`src/rtl/hdmi_pkg.sv`:
```
// Package: hdmi_pkg
// Shared timing constants and data types for the HDMI scan-out path.
//   H_* / V_*  : 640x480@60 Hz raster timing (pixel clocks / lines)
//   RAM_LAT    : read latency of the external row and colour RAMs
//   rgb_t      : packed {R,G,B} 8 bits each
//   color_idx_t: colour RAM index held in the row RAM
package hdmi_pkg;

    localparam int H_ACTIVE = 640;
    localparam int H_FP     = 16;
    localparam int H_SYNC   = 96;
    localparam int H_BP     = 48;
    localparam int H_TOTAL  = H_ACTIVE + H_FP + H_SYNC + H_BP;

    localparam int V_ACTIVE = 480;
    localparam int V_FP     = 10;
    localparam int V_SYNC   = 2;
    localparam int V_BP     = 33;
    localparam int V_TOTAL  = V_ACTIVE + V_FP + V_SYNC + V_BP;

    localparam int RAM_LAT  = 1;

    typedef logic [23:0] rgb_t;
    typedef logic [9:0]  color_idx_t;

    // True on the lines whose end releases the current row buffer: the
    // second scan of each native row, plus the last line of the frame so
    // the renderer can prime row 0 before the next frame starts.
    function automatic logic swap_line(input logic [9:0] vcount,
                                       input logic [9:0] v_active,
                                       input logic [9:0] v_last);
        logic res_s;
        if (vcount == v_last) begin
            res_s = 1'b1;
        end else if (vcount[0] && (vcount < v_active)) begin
            res_s = 1'b1;
        end else begin
            res_s = 1'b0;
        end
        return res_s;
    endfunction

endpackage

```
`src/rtl/hdmi_video_out_timing.sv`:
```
// Module: vga_timing_gen
// Free-running raster counters and raw (undelayed) sync/enable decode.
//   video_clk in  pixel clock
//   rst_n     in  asynchronous active-low reset
//   hcount    out horizontal position 0..H_TOTAL-1
//   vcount    out line number 0..V_TOTAL-1
//   de_raw    out active-region flag at counter stage
//   hs_raw    out horizontal sync (active low) at counter stage
//   vs_raw    out vertical sync (active low) at counter stage
module vga_timing_gen
    import hdmi_pkg::*;
#(
    parameter int V_ACTIVE_P = V_ACTIVE,
    parameter int V_FP_P     = V_FP,
    parameter int V_SYNC_P   = V_SYNC,
    parameter int V_BP_P     = V_BP
) (
    input  logic       video_clk,
    input  logic       rst_n,
    output logic [9:0] hcount,
    output logic [9:0] vcount,
    output logic       de_raw,
    output logic       hs_raw,
    output logic       vs_raw
);

    localparam logic [9:0] H_ACT_L   = 10'(H_ACTIVE);
    localparam logic [9:0] H_LAST_L  = 10'(H_TOTAL - 1);
    localparam logic [9:0] HS_BEG_L  = 10'(H_ACTIVE + H_FP);
    localparam logic [9:0] HS_END_L  = 10'(H_ACTIVE + H_FP + H_SYNC);
    localparam logic [9:0] V_ACT_L   = 10'(V_ACTIVE_P);
    localparam logic [9:0] V_LAST_L  = 10'(V_ACTIVE_P + V_FP_P + V_SYNC_P + V_BP_P - 1);
    localparam logic [9:0] VS_BEG_L  = 10'(V_ACTIVE_P + V_FP_P);
    localparam logic [9:0] VS_END_L  = 10'(V_ACTIVE_P + V_FP_P + V_SYNC_P);

    logic [9:0] hcount_r;
    logic [9:0] vcount_r;

    // Raster position counters: hcount wraps each line and advances vcount.
    always_ff @(posedge video_clk or negedge rst_n) begin
        if (!rst_n) begin
            hcount_r <= 10'd0;
            vcount_r <= 10'd0;
        end else if (hcount_r == H_LAST_L) begin
            hcount_r <= 10'd0;
            if (vcount_r == V_LAST_L) begin
                vcount_r <= 10'd0;
            end else begin
                vcount_r <= vcount_r + 10'd1;
            end
        end else begin
            hcount_r <= hcount_r + 10'd1;
        end
    end

    // Raw timing decode straight from the counter registers.
    always_comb begin
        de_raw = (hcount_r < H_ACT_L) && (vcount_r < V_ACT_L);
        hs_raw = !((hcount_r >= HS_BEG_L) && (hcount_r < HS_END_L));
        vs_raw = !((vcount_r >= VS_BEG_L) && (vcount_r < VS_END_L));
    end

    assign hcount = hcount_r;
    assign vcount = vcount_r;

endmodule

```
`src/rtl/hdmi_video_out.sv`:
```
// Module: hdmi_video_out
// Scan-out stage: 640x480@60 timing, 2x pixel/line doubling of a 320x240
// frame held in an external double-buffered row RAM, palette lookup in an
// external colour RAM, and row-buffer swap signalling.
//   video_clk     in  25 MHz pixel clock
//   rst_n         in  asynchronous active-low reset
//   vga_pclk      out ~video_clk, so data is launched mid-period
//   vga_de/hs/vs  out enable and active-low syncs, aligned with vga_rgb
//   vga_rgb       out {R,G,B}, forced to zero outside the active region
//   rowram_rdaddr out native x (hcount/2) during active pixels, else 0
//   rowram_rddata in  colour index, one clock after the address
//   color_rdaddr  out colour RAM index (= rowram_rddata)
//   color_rddata  in  RGB entry, one clock after the index
//   rowram_swap   out one-clock pulse at hcount==640 when a row buffer is done
module hdmi_video_out
    import hdmi_pkg::*;
#(
    parameter int V_ACTIVE_P = V_ACTIVE,
    parameter int V_FP_P     = V_FP,
    parameter int V_SYNC_P   = V_SYNC,
    parameter int V_BP_P     = V_BP
) (
    input  logic        video_clk,
    input  logic        rst_n,
    output logic        vga_pclk,
    output logic        vga_de,
    output logic        vga_hs,
    output logic        vga_vs,
    output logic [23:0] vga_rgb,
    output logic [8:0]  rowram_rdaddr,
    input  logic [9:0]  rowram_rddata,
    output logic [9:0]  color_rdaddr,
    input  logic [23:0] color_rddata,
    output logic        rowram_swap
);

    localparam logic [9:0] H_ACT_L  = 10'(H_ACTIVE);
    localparam logic [9:0] H_PRE_L  = 10'(H_ACTIVE - 1);
    localparam logic [9:0] V_ACT_L  = 10'(V_ACTIVE_P);
    localparam logic [9:0] V_LAST_L = 10'(V_ACTIVE_P + V_FP_P + V_SYNC_P + V_BP_P - 1);

    logic [9:0] hcount_s;
    logic [9:0] vcount_s;
    logic       de_raw_s;
    logic       hs_raw_s;
    logic       vs_raw_s;

    logic       de_d1_r, hs_d1_r, vs_d1_r;
    logic       de_d2_r, hs_d2_r, vs_d2_r;
    logic       swap_r;

    vga_timing_gen #(
        .V_ACTIVE_P (V_ACTIVE_P),
        .V_FP_P     (V_FP_P),
        .V_SYNC_P   (V_SYNC_P),
        .V_BP_P     (V_BP_P)
    ) u_timing (
        .video_clk (video_clk),
        .rst_n     (rst_n),
        .hcount    (hcount_s),
        .vcount    (vcount_s),
        .de_raw    (de_raw_s),
        .hs_raw    (hs_raw_s),
        .vs_raw    (vs_raw_s)
    );

    assign vga_pclk = ~video_clk;

    // Row RAM address: both pixels of a doubled pair read the same native x.
    always_comb begin
        if (hcount_s < H_ACT_L) begin
            rowram_rdaddr = hcount_s[9:1];
        end else begin
            rowram_rdaddr = 9'd0;
        end
    end

    assign color_rdaddr = rowram_rddata;

    // Two-stage sync/enable delay matching row RAM + colour RAM read latency.
    always_ff @(posedge video_clk or negedge rst_n) begin
        if (!rst_n) begin
            de_d1_r <= 1'b0;
            hs_d1_r <= 1'b1;
            vs_d1_r <= 1'b1;
            de_d2_r <= 1'b0;
            hs_d2_r <= 1'b1;
            vs_d2_r <= 1'b1;
        end else begin
            de_d1_r <= de_raw_s;
            hs_d1_r <= hs_raw_s;
            vs_d1_r <= vs_raw_s;
            de_d2_r <= de_d1_r;
            hs_d2_r <= hs_d1_r;
            vs_d2_r <= vs_d1_r;
        end
    end

    // Swap pulse is decoded one clock early (hcount==639) so the registered
    // pulse coincides exactly with hcount==640 on the same line.
    always_ff @(posedge video_clk or negedge rst_n) begin
        if (!rst_n) begin
            swap_r <= 1'b0;
        end else begin
            swap_r <= (hcount_s == H_PRE_L) && swap_line(vcount_s, V_ACT_L, V_LAST_L);
        end
    end

    // The colour RAM output register is the final pipeline stage; blank it
    // with the aligned enable so porch/sync data never reaches the link.
    always_comb begin
        if (de_d2_r) begin
            vga_rgb = color_rddata;
        end else begin
            vga_rgb = 24'h000000;
        end
    end

    assign vga_de      = de_d2_r;
    assign vga_hs      = hs_d2_r;
    assign vga_vs      = vs_d2_r;
    assign rowram_swap = swap_r;

endmodule

```
`config.mk`:
```
export PLATFORM = sky130hd
export DESIGN_NAME = hdmi_video_out
export DESIGN_NICKNAME = d
export VERILOG_FILES = /design/src/rtl/hdmi_pkg.sv /design/src/rtl/hdmi_video_out_timing.sv /design/src/rtl/hdmi_video_out.sv
export SDC_FILE = /design/constraint.sdc
export NUM_CORES = 1
export LEC_CHECK = 0
export ABC_AREA = 1
export BUFFER_PORTS_ARGS = -buffer_cell sky130_fd_sc_hd__buf_2
export CORE_ASPECT_RATIO = 0.75
export CORE_MARGIN = 10
export CORE_UTILIZATION = 48
export CTS_BUF_LIST = sky130_fd_sc_hd__clkbuf_4 sky130_fd_sc_hd__clkbuf_8
export DETAILED_ROUTE_END_ITERATION = 8
export HOLD_SLACK_MARGIN = 0.03
export PLACE_DENSITY = 0.91
export SYNTH_ARGS = -nofsm -noshare
export SYNTH_HDL_FRONTEND = slang
export SYNTH_HIERARCHICAL = 1
export SYNTH_SLANG_ARGS = --single-unit
```
`constraint.sdc`:
```
create_clock -name video_clk -period 1.7 [get_ports video_clk]
set_input_delay 0.255 -clock video_clk [delete_from_list [all_inputs] [get_ports video_clk]]
set_output_delay 0.255 -clock video_clk [all_outputs]
set_load 0.05 [all_outputs]
```
==> results of run 1 <==
-- layout make-up --
| class | instances | area, sq um | share of cell area [%] |
|---|---|---|---|
| clock buffer | 5 | 56.3 | 2.51 |
| clock inverter | 1 | 3.75 | 0.168 |
| inverter | 57 | 214 | 9.55 |
| multi-input combinational | 164 | 832 | 37.2 |
| sequential | 27 | 684 | 30.6 |
| tap | 52 | 65.1 | 2.91 |
| timing repair buffer | 69 | 384 | 17.2 |
-- Yosys cell counts, drive strengths merged --
| cell | number |
|---|---|
| and3 | 1 |
| buf | 13 |
| dfrtp | 23 |
| dfstp | 4 |
| ha | 4 |
| inv | 58 |
| nand2 | 72 |
| nand3 | 11 |
| nand4 | 6 |
| nor2 | 39 |
| nor3 | 7 |
| nor3b | 1 |
| o211ai | 1 |
| o21ai | 15 |
| xor2 | 7 |
-- path summary, 6_finish.rpt --
path | start | cells after the start | to
min in group asynchronous | rst_n | 2 | u_timing/vcount[6]
max in group asynchronous | rst_n | 2 | u_timing/hcount[8]
setup / recovery | video_clk | 4 | vga_pclk
hold reg to reg | de_d1_r | 0 | vga_de
setup reg to reg | u_timing/hcount[0] | 8 | u_timing/vcount[9]
hold / removal | de_d1_r | 0 | vga_de
-- logic make-up after synthesis --
| logic type | count (synthesis) |
|---|---|
| buffers and inverters | 71 |
| AOI/OAI and AO/OA | 16 |
| DFF | 27 |
| and+or+nand+nor | 137 |
| adders and majority gates | 4 |
| xor gates and xnor gates | 7 |
-- worst max-delay path: cells and delay by family --
| family | cells | cell delay (ns) |
|---|---|---|
| buffers and inverters | 4 | 0.53 |
-- power groups by stage --
stage               Sequential [mW]  Combinational [mW]  Clock (mW)
floorplan                     0.655               0.194      0.0994
global placement              0.655               0.202       0.119
detailed placement            0.655               0.204       0.119
CTS                           0.642               0.206       0.545
global route                  0.642               0.218       0.566
finish                        0.642               0.203       0.533
-- registers in the layout, summed over array words and instances, names as in the netlist --
register,cells
de_d1_r,1
hs_d1_r,1
rowram_swap,1
u_timing/hcount,10
u_timing/vcount,10
vga_de,1
vga_hs,1
vga_vs,1
vs_d1_r,1
-- what timing repair did --
item,CTS,global route
setup buffers,0,2
pin swaps,0,1
endpoints found under the hold margin,23,0
hold buffers,1,0
resized for setup,1,17
endpoints found under the setup margin,1,16
cloned,0,0
-- metal layers --
layer / vias up / GRT usage [%] / wire length, microns
met3: 10 / 4.58 / 428
met2: 84 / 21.9 / 2050
met1: 813 / 18.8 / 2250
met4: 0 / 2.95 / 43
li1: 893 / - / -
met5: - / 0 / 0
-- stage by stage --
| stage | util [%] | setup WS [ns] |
|---|---|---|
| finish | 61.2 | 0.0620 |
| global route | 61.2 | -0.0177 |
| CTS | 60.0 | 0.00751 |
| detailed placement | 58.3 | 0.122 |
| global placement | 58.3 | 0.192 |
| floorplan | - | 0.119 |
==> results by group, run 1 <==
Cells and area
  – Layout cells sized above 1: 29.1%
  – Post-Layout Cell Count: 375
  – Layout Nets: 364
  – Area delta synth->final: 22.4%
  – Most frequent cells in the layout: nand2_1 (70), inv_1 (56), buf_2 (56)
  – Design Area, Final: 0.00224 sq mm
  – ANT cells: 0
  – Filler cells: 346
  – Most common cell after layout, fill and taps aside: nand2_1

Die
  – Die height: 73.5 microns
  – Starting Density: 50.0%
  – I/O Pins: 84
  – Die Width: 91.3 microns
  – Die ar.: 0.00671 sq mm
  – Rows: 19
  – Core ar.: 0.00366 sq mm

Yosys
  – Flops & latches, synth: 27
  – Mux contribution to synthesized area: 0%
  – Post-synthesis compound-gate area fraction: 4.92%
  – Syn. warnings: 6
  – Post-Syn Area: 0.00183 sq mm
  – Synth Area in Simple Gates: 34.2%
  – Syn Area/Cell: 6.99 sq um
  – Distinct cell type count after synthesis: 26
  – Main combinational cell family by area after synthesis: simple AND/OR/NAND/NOR gates
  – Post-synthesis sequential area ratio: 37.2%
  – Post-Synth XOR/XNOR Area: 3.35%
  – Synth area leader: dfrtp_1
  – Post-synth net total: 302
  – Area share of the largest cell type after synthesis: 31.4%
  – Post-Syn Instances: 262
  – Top post-synthesis cells by area: dfrtp_1 (31%), nand2_1 (14%), inv_1 (11%)
  – Synth Area in Adders: 2.73%

Power
  – Net Sw Power: 0.466 mW
  – Share of power burned in registers: 46.6%
  – Pwr Total: 1.38 mW
  – Pwr Density: 615 mW/mm^2
  – Internal power: 0.912 mW
  – Maximum vdd drop: 0.806 mV
  – Clock power frac: 38.7%
  – Part of the power in combinational logic: 14.7%
  – Switching Share: 33.8%
  – Leak: 1.29 nW

Flow run
  – Max-cap violations: 0

Route
  – DRT antenna net count: 0
  – Pre-antenna DRT Iters: 4
  – Drc violations: 0
  – Total routed wirelength: 4770 microns
  – Via count: 1800
  – Wire per inst: 12.7 microns
  – 1st-iter DRT viols: 127
  – Vias/cell: 4.80

Setup path
  – Kind of critical path: clk2out
  – Critical Path End Type: output pin
  – Crit-path cells: clkbuf_8 -> clkbuf_8 -> inv_1 -> buf_4
  – CP max-delay cell: buf_4
  – Slowest cell delay on critical path: 0.19 ns
  – Most used cell, CP: clkbuf_8
  – Critical path arrival: 1.38 ns
  – Required time of the critical path: 1.44 ns
  – Startpoint class of the critical path: clock port
  – Crit-path max FO: 14
  – Worst R2R Setup Slack: 0.12 ns

GRT
  – First-pass GRT wire length: 7870 microns
  – GRT Total Usage: 14.1%
  – Number of antenna violations at the first check in global routing: 0
  – Pin count of the biggest net entering global routing: 28
  – GRT overflow: 0
  – Vias in the first global route: 1617

Place
  – Port Buffers: 63
  – GPL Wtd Cong: 0.929
  – Post-DP Area: 0.00214 sq mm
  – Post-DP HPWL: 3800 microns
  – Placed instance count: 368

STA
  – Final-report hold violation count: 0
  – Worst slew margin: 59.6%
  – Skew final: 0.00260 ns
  – RSZ-0062 raised after global routing: yes
  – Final setup viols: 0
  – Slew Limit Fails: 0
  – Worst hold margin: 0.357 ns
  – Final setup TNS: 0 ns
  – Worst Max-Slew Pin Slew: 0.606 ns

Clocking
  – Reg clk slew, reported paths: 0.09 ns
  – CTS tree: built
  – Skew-Pair Late Insertion Delay: 0.28 ns
  – H-tree levels: 1
  – Root Driver: clkbuf_8
  – CTS buffer count: 3
  – Clock buffer depth: 2

Worst hold path
  – Hold WC Path Type: reg2reg

Outcome
  – Run status: complete, no violations
(Power assumes the default switching activity.)
==> run 2, diff against run 1 <==
--- a/config.mk
+++ b/config.mk
@@ -9,11 +9,12 @@
 export BUFFER_PORTS_ARGS = -buffer_cell sky130_fd_sc_hd__buf_2
 export CORE_ASPECT_RATIO = 0.75
 export CORE_MARGIN = 10
-export CORE_UTILIZATION = 48
+export CORE_UTILIZATION = 35
 export CTS_BUF_LIST = sky130_fd_sc_hd__clkbuf_4 sky130_fd_sc_hd__clkbuf_8
 export DETAILED_ROUTE_END_ITERATION = 8
-export HOLD_SLACK_MARGIN = 0.03
-export PLACE_DENSITY = 0.91
+export GPL_TIMING_DRIVEN = 0
+export HOLD_SLACK_MARGIN = 0.05
+export PLACE_DENSITY = 0.72
 export SYNTH_ARGS = -nofsm -noshare
 export SYNTH_HDL_FRONTEND = slang
 export SYNTH_HIERARCHICAL = 1
==> run 2 against run 1 <==
  * Critical path depth stayed put
  * Wire length is 1.3% higher
  * Register-to-register slack improved by 0.02 ns
  * Die area grew 27%
  * Sequential cell count is the same
  * Clock-buffer cell count fell by 1
  * Combinational power up 36%
  * Cell count increased by 9.9%
  * Global-route usage decreased by 3.1 points
  * Sequential power about the same
  * Sequential share of layout area is 1.7 points lower
  * Design area is 6.0% higher
  * Largest power group unchanged
==> results by group, run 2 (synthesized netlist as in run 1, its figures left out) <==
Route
  – Vias/cell: 4.30
  – Via count: 1772
  – Drc violations: 0
  – Pre-antenna DRT Iters: 4
  – DRT antenna net count: 0
  – Total routed wirelength: 4830 microns
  – Wire per inst: 11.7 microns
  – 1st-iter DRT viols: 119

Place
  – Post-DP HPWL: 4010 microns
  – Placed instance count: 407
  – Post-DP Area: 0.00229 sq mm
  – Dpl ws: 0.142 ns
  – GPL Wtd Cong: 0.893
  – Port Buffers: 73

Power
  – Pwr Density: 596 mW/mm^2
  – Maximum vdd drop: 0.743 mV
  – Leak: 1.36 nW

Clocking
  – CTS tree: built
  – Root Driver: clkbuf_8
  – Clock buffer depth: 2
  – CTS buffer count: 3
  – Reg clk slew, reported paths: 0.09 ns
  – Post-CTS Setup Inserts: 0
  – H-tree levels: 1
  – Skew-Pair Late Insertion Delay: 0.27 ns

Setup path
  – Slowest cell delay on critical path: 0.18 ns
  – Critical Path Sink: vga_pclk
  – CP max-delay cell: buf_4
  – Kind of critical path: clk2out
  – Critical Path End Type: output pin
  – Beginning of the critical path: video_clk
  – Crit-path max FO: 14
  – Critical path arrival: 1.37 ns
  – Startpoint class of the critical path: clock port
  – Most used cell, CP: clkbuf_8
  – Worst R2R Setup Slack: 0.14 ns
  – Crit-path cells: clkbuf_8 -> clkbuf_8 -> inv_1 -> buf_4
  – FF-to-FF path depth: 7
  – Worst flop-to-flop path endpoint: u_timing/vcount[4]
  – Worst flop-to-flop path startpoint: u_timing/vcount[0]
  – Required time of the critical path: 1.44 ns

Cells and area
  – Multi-input gate area: 827 sq um
  – ANT cells: 0
  – Filler cells: 495
  – Most frequent cells in the layout: nand2_1 (70), buf_2 (66), inv_1 (56)
  – Register Area: 686 sq um
  – Design Area, Final: 0.00237 sq mm
  – Layout Nets: 381
  – Post-Layout Cell Count: 412
  – Area delta synth->final: 29.7%
  – Most common cell after layout, fill and taps aside: nand2_1
  – Layout cells sized above 1: 32.4%

GRT
  – GRT Total Usage: 11.0%
  – GRT overflow: 0
  – Number of antenna violations at the first check in global routing: 0
  – Pin count of the biggest net entering global routing: 28
  – First-pass GRT wire length: 7960 microns
  – Vias in the first global route: 1588

Die
  – Rows: 22
  – Core ar.: 0.00498 sq mm
  – Starting Density: 36.7%
  – I/O Pins: 84
  – Die Width: 104 microns
  – Die ar.: 0.00855 sq mm
  – Die height: 82.6 microns

STA
  – Worst slew margin: 60.1%
  – Final-report hold violation count: 0
  – Skew final: 0.00472 ns
  – Worst hold margin: 0.359 ns
  – Final setup viols: 0
  – Max Freq: 0.615 GHz
  – Final setup TNS: 0 ns
  – Setup ws final: 0.0743 ns
  – RSZ-0062 raised after global routing: yes
  – Fin crit period: 1.63 ns
  – Worst Max-Slew Pin Slew: 0.598 ns
  – Slew Limit Fails: 0
  – Tcrit/Tclk final: 95.6%

Worst hold path
  – Hold WC Path Type: reg2reg
  – Worst hold stages: 0

Flow run
  – Max-cap violations: 0

Outcome
  – Run status: complete, no violations
[run 2: cell count changes in the layout (fill, tap and decap cells not counted), sizes merged]
cell / delta
buf: +15
clkbuf: +1
clkinv: +1
[run 2: cell type report]
type / count / share of cell area (%)
inverter: 57 / 9.01
multi-input combinational: 164 / 34.8
clock buffer: 4 / 2.05
tap: 72 / 3.79
sequential: 27 / 28.9
clock inverter: 2 / 0.316
timing repair buffer: 73 / 16.7
buffer: 13 / 4.43
[run 2: stage by stage]
stage          total power, mW  utilization (%)
3_5_place_dp              1.05             45.9
4_1_cts                   1.44             47.1
6_report                  1.42             47.7
2_1_floorplan            0.948                -
5_1_grt                   1.49             47.7
3_3_place_gp              1.05             45.9
[run 2: repair_timing]
action,in CTS,in global routing
setup endpoints to repair,2,12
endpoints found under the hold margin,23,0
gates resized for setup,2,15
hold buffers,1,0
[run 2: worst max-delay path: cells and delay by family]
kind / cells / cell delay [ns]
buf+inv: 4 / 0.52
[run 2: worst min path at each step]
stage | startpoint | to | slack [ns]
4_1_cts | vs_d1_r | vga_vs | 0.36
6_report | de_d1_r | vga_de | 0.36
2_1_floorplan | rst_n | de_d1_r | -0.04
3_5_place_dp | rst_n | u_timing/hcount[4] | 0.29
5_1_grt | hs_d1_r | vga_hs | 0.37
3_3_place_gp | rst_n | u_timing/hcount[2] | 0.29
[run 2: routing by layer]
| metal | up-vias | GRT usage [%] | part of all wire [%] | wire (microns) |
|---|---|---|---|---|
| met4 | 0 | 1.97 | 0.48 | 23 |
| li1 | 927 | - | - | - |
| met1 | 758 | 14.6 | 49 | 2350 |
| met3 | 5 | 3.63 | 9.3 | 447 |
| met2 | 82 | 17.4 | 42 | 2010 |
| met5 | - | 0 | 0 | 0 |
[run 2: where the power goes]
part	switching (mW)	internal [mW]	leakage [nW]	total, mW
Clock	0.301	0.196	0.0333	0.497
Combinational	0.203	0.0740	0.990	0.277
Sequential	0	0.642	0.333	0.642
==> run 3, diff against run 2 <==
--- a/config.mk
+++ b/config.mk
@@ -5,7 +5,6 @@
 export SDC_FILE = /design/constraint.sdc
 export NUM_CORES = 1
 export LEC_CHECK = 0
-export ABC_AREA = 1
 export BUFFER_PORTS_ARGS = -buffer_cell sky130_fd_sc_hd__buf_2
 export CORE_ASPECT_RATIO = 0.75
 export CORE_MARGIN = 10
@@ -14,7 +13,7 @@
 export DETAILED_ROUTE_END_ITERATION = 8
 export GPL_TIMING_DRIVEN = 0
 export HOLD_SLACK_MARGIN = 0.05
-export PLACE_DENSITY = 0.72
+export PLACE_DENSITY = 0.73
 export SYNTH_ARGS = -nofsm -noshare
 export SYNTH_HDL_FRONTEND = slang
 export SYNTH_HIERARCHICAL = 1
==> run 3 against run 2 <==
  * The run now ends with setup timing left
  * Die area decreased by 9.0%
  * Critical endpoint is now u_timing/vcount[3]
  * Hold slack got worse by 0.0037 ns
  * Via count decreased by 12%
  * Highest routed layer unchanged
  * Utilization increased by 3.3 points
==> results by group, run 3 <==
Clocking
  – H-tree levels: 1
  – Root Driver: clkbuf_8
  – CTS tree: built
  – Clock buffer depth: 2
  – CTS buffer count: 3
  – Skew-Pair Late Insertion Delay: 0.27 ns
  – Reg clk slew, reported paths: 0.10 ns

Worst hold path
  – Hold Path End: vga_de
  – Worst hold stages: 0
  – Hold path start: de_d1_r
  – Hold WC Path Type: reg2reg

Setup path
  – Critical Path End Type: flip-flop
  – Crit-path max FO: 5
  – Kind of critical path: reg2reg
  – Startpoint class of the critical path: flip-flop
  – FF-to-FF path depth: 4
  – Worst flop-to-flop path endpoint: u_timing/vcount[3]
  – Critical path arrival: 2.03 ns
  – Required time of the critical path: 1.91 ns
  – Worst flop-to-flop path startpoint: u_timing/hcount[7]
  – Worst R2R Setup Slack: -0.11 ns

STA
  – Slew Limit Fails: 0
  – Final-report hold violation count: 0
  – Worst Max-Slew Pin Slew: 0.612 ns
  – Final setup viols: 14
  – Worst hold margin: 0.356 ns
  – Setup ws final: -0.112 ns
  – Fin crit period: 1.81 ns
  – Skew final: 0.00479 ns
  – Worst slew margin: 59.2%
  – Tcrit/Tclk final: 107%
  – RSZ-0062 raised after global routing: yes
  – Max Freq: 0.552 GHz

Route
  – Drc violations: 0
  – Wire per inst: 15.3 microns
  – 1st-iter DRT viols: 138
  – DRT antenna net count: 0
  – Vias/cell: 4.95
  – Via count: 1560
  – Total routed wirelength: 4810 microns
  – Pre-antenna DRT Iters: 4

Place
  – GPL Wtd Cong: 0.843
  – Post-DP HPWL: 3670 microns
  – Post-DP Area: 0.00206 sq mm
  – Port Buffers: 73
  – Placed instance count: 302

Power
  – Maximum vdd drop: 1.12 mV
  – Leak: 1.11 nW
  – Pwr Total: 1.57 mW
  – Pwr Density: 692 mW/mm^2

Die
  – I/O Pins: 84
  – Die ar.: 0.00778 sq mm
  – Rows: 21
  – Starting Density: 36.3%
  – Die height: 78.9 microns
  – Die Width: 98.6 microns
  – Core ar.: 0.00447 sq mm

Yosys
  – Post-synth net total: 212
  – Distinct cell type count after synthesis: 35
  – Area share of the largest cell type after synthesis: 35.5%
  – Syn. warnings: 6
  – Post-Syn Instances: 172
  – Post-Syn Area: 0.00162 sq mm
  – Async SR Flop Fraction: 100%
  – Top_reg_cell synth: dfrtp_1
  – Synth top cells by count: and2_1 (31), dfrtp_1 (23), nand3_1 (14), buf_4 (10), nand2_1 (9)
  – Post-synthesis sequential area ratio: 42.0%
  – Flops & latches, synth: 27
  – Synth area leader: dfrtp_1
  – Syn Area/Cell: 9.42 sq um
  – Top post-synthesis cells by area: dfrtp_1 (36%), and2_1 (12%), dfstp_2 (6.5%)
  – Most common cell in the netlist: and2_1
  – Number of enable flip-flop cells after synthesis: 0

Cells and area
  – Most frequent cells in the layout: buf_2 (72), and2_1 (31), buf_4 (20)
  – Post-Layout Cell Count: 315
  – Most common cell after layout, fill and taps aside: buf_2
  – Filler cells: 405
  – Area delta synth->final: 40.5%
  – ANT cells: 0
  – Layout cells sized above 1: 48.8%
  – Layout Nets: 299
  – Design Area, Final: 0.00228 sq mm

GRT
  – GRT overflow: 0
  – Number of antenna violations at the first check in global routing: 0
  – GR Util met1: 14.5%
  – Met2 Usage GRT: 18.8%
  – Top Usage Layer GRT: met2
  – M3 GR Usage: 5.19%
  – Pin count of the biggest net entering global routing: 28
  – Vias in the first global route: 1447
  – First-pass GRT wire length: 7710 microns
  – GRT Total Usage: 11.6%

Flow run
  – Max-cap violations: 0

Outcome
  – Run status: finished, violations left
  – Failing checks: setup timing
## run 3: cell count changes after synthesis, sizes merged, moves of 5 or more
| cell | previous run | this run |
|---|---|---|
| and2 | 0 | 32 |
| inv | 58 | 5 |
| nand2 | 72 | 9 |
| nor2 | 39 | 8 |
| o21ai | 15 | 7 |
| xnor2 | 0 | 5 |
## run 3: power by group
group	internal (mW)	switching [mW]	total [mW]
clock network	0.350	0.310	0.659
logic	0.0778	0.195	0.273
registers	0.642	0	0.642
## run 3: through the flow
stage                     TNS, ns  utilization [%]  setup WS [ns]
final                      -0.650             51.0         -0.112
after global routing        -2.45             51.0         -0.198
after CTS                   -3.03             49.8         -0.211
after detailed placement    -1.61             46.1         -0.288
after global placement      -1.27             46.1         -0.286
after floorplan            -0.314                -         -0.173
## run 3: final cells by class
cell class	count	area (sq um)	area share (%)
buffer	13	96.3	4.23
inverter	4	15.0	0.659
clock buffer	4	48.8	2.14
multi-input combinational	126	887	39.0
sequential	27	687	30.2
timing repair buffer	82	438	19.2
clock inverter	2	33.8	1.48
tap	57	71.3	3.13
## run 3: how the worst max path moves through the flow
stage | startpoint | to | cells past startpoint
2_1_floorplan | u_timing/hcount[7] | u_timing/vcount[3] | 5
3_3_place_gp | u_timing/hcount[6] | u_timing/vcount[3] | 5
3_5_place_dp | u_timing/hcount[7] | u_timing/vcount[3] | 5
4_1_cts | u_timing/hcount[7] | u_timing/vcount[3] | 5
5_1_grt | u_timing/hcount[1] | u_timing/vcount[3] | 5
6_report | u_timing/hcount[7] | u_timing/vcount[3] | 4
## run 3: kinds of logic after synthesis
logic type	share of synthesized area [%]
muxes	0.695
AOI/OAI and AO/OA	4.86
adders and majority gates	3.09
buffers and inverters	6.87
and+or+nand+nor	37.1
DFF	42.0
xor gates and xnor gates	5.41
## run 3: repair_timing
item	4_1_cts	5_1_grt
cloned	0	0
setup buffers	8	1
pin swaps	4	2
endpoints found under the setup margin	22	42
hold buffers	1	0
resized for setup	11	16
endpoints found under the hold margin	23	0
## run 3: critical path, cell delays in order, from the launching register on
cell and delay (ns):
dfrtp_2 0.44, or4b_4 0.52, or3_4 0.39, or3_1 0.32, nand3_1 0.08
## run 3: routing by layer
layer  wire (microns)  vias to the layer above  share of wire (%)
li1                 -                      750                  -
met1             2160                      729                 45
met2             2070                       77                 43
met3              562                        4                 12
met4               19                        0               0.40
met5                0                        -                  0
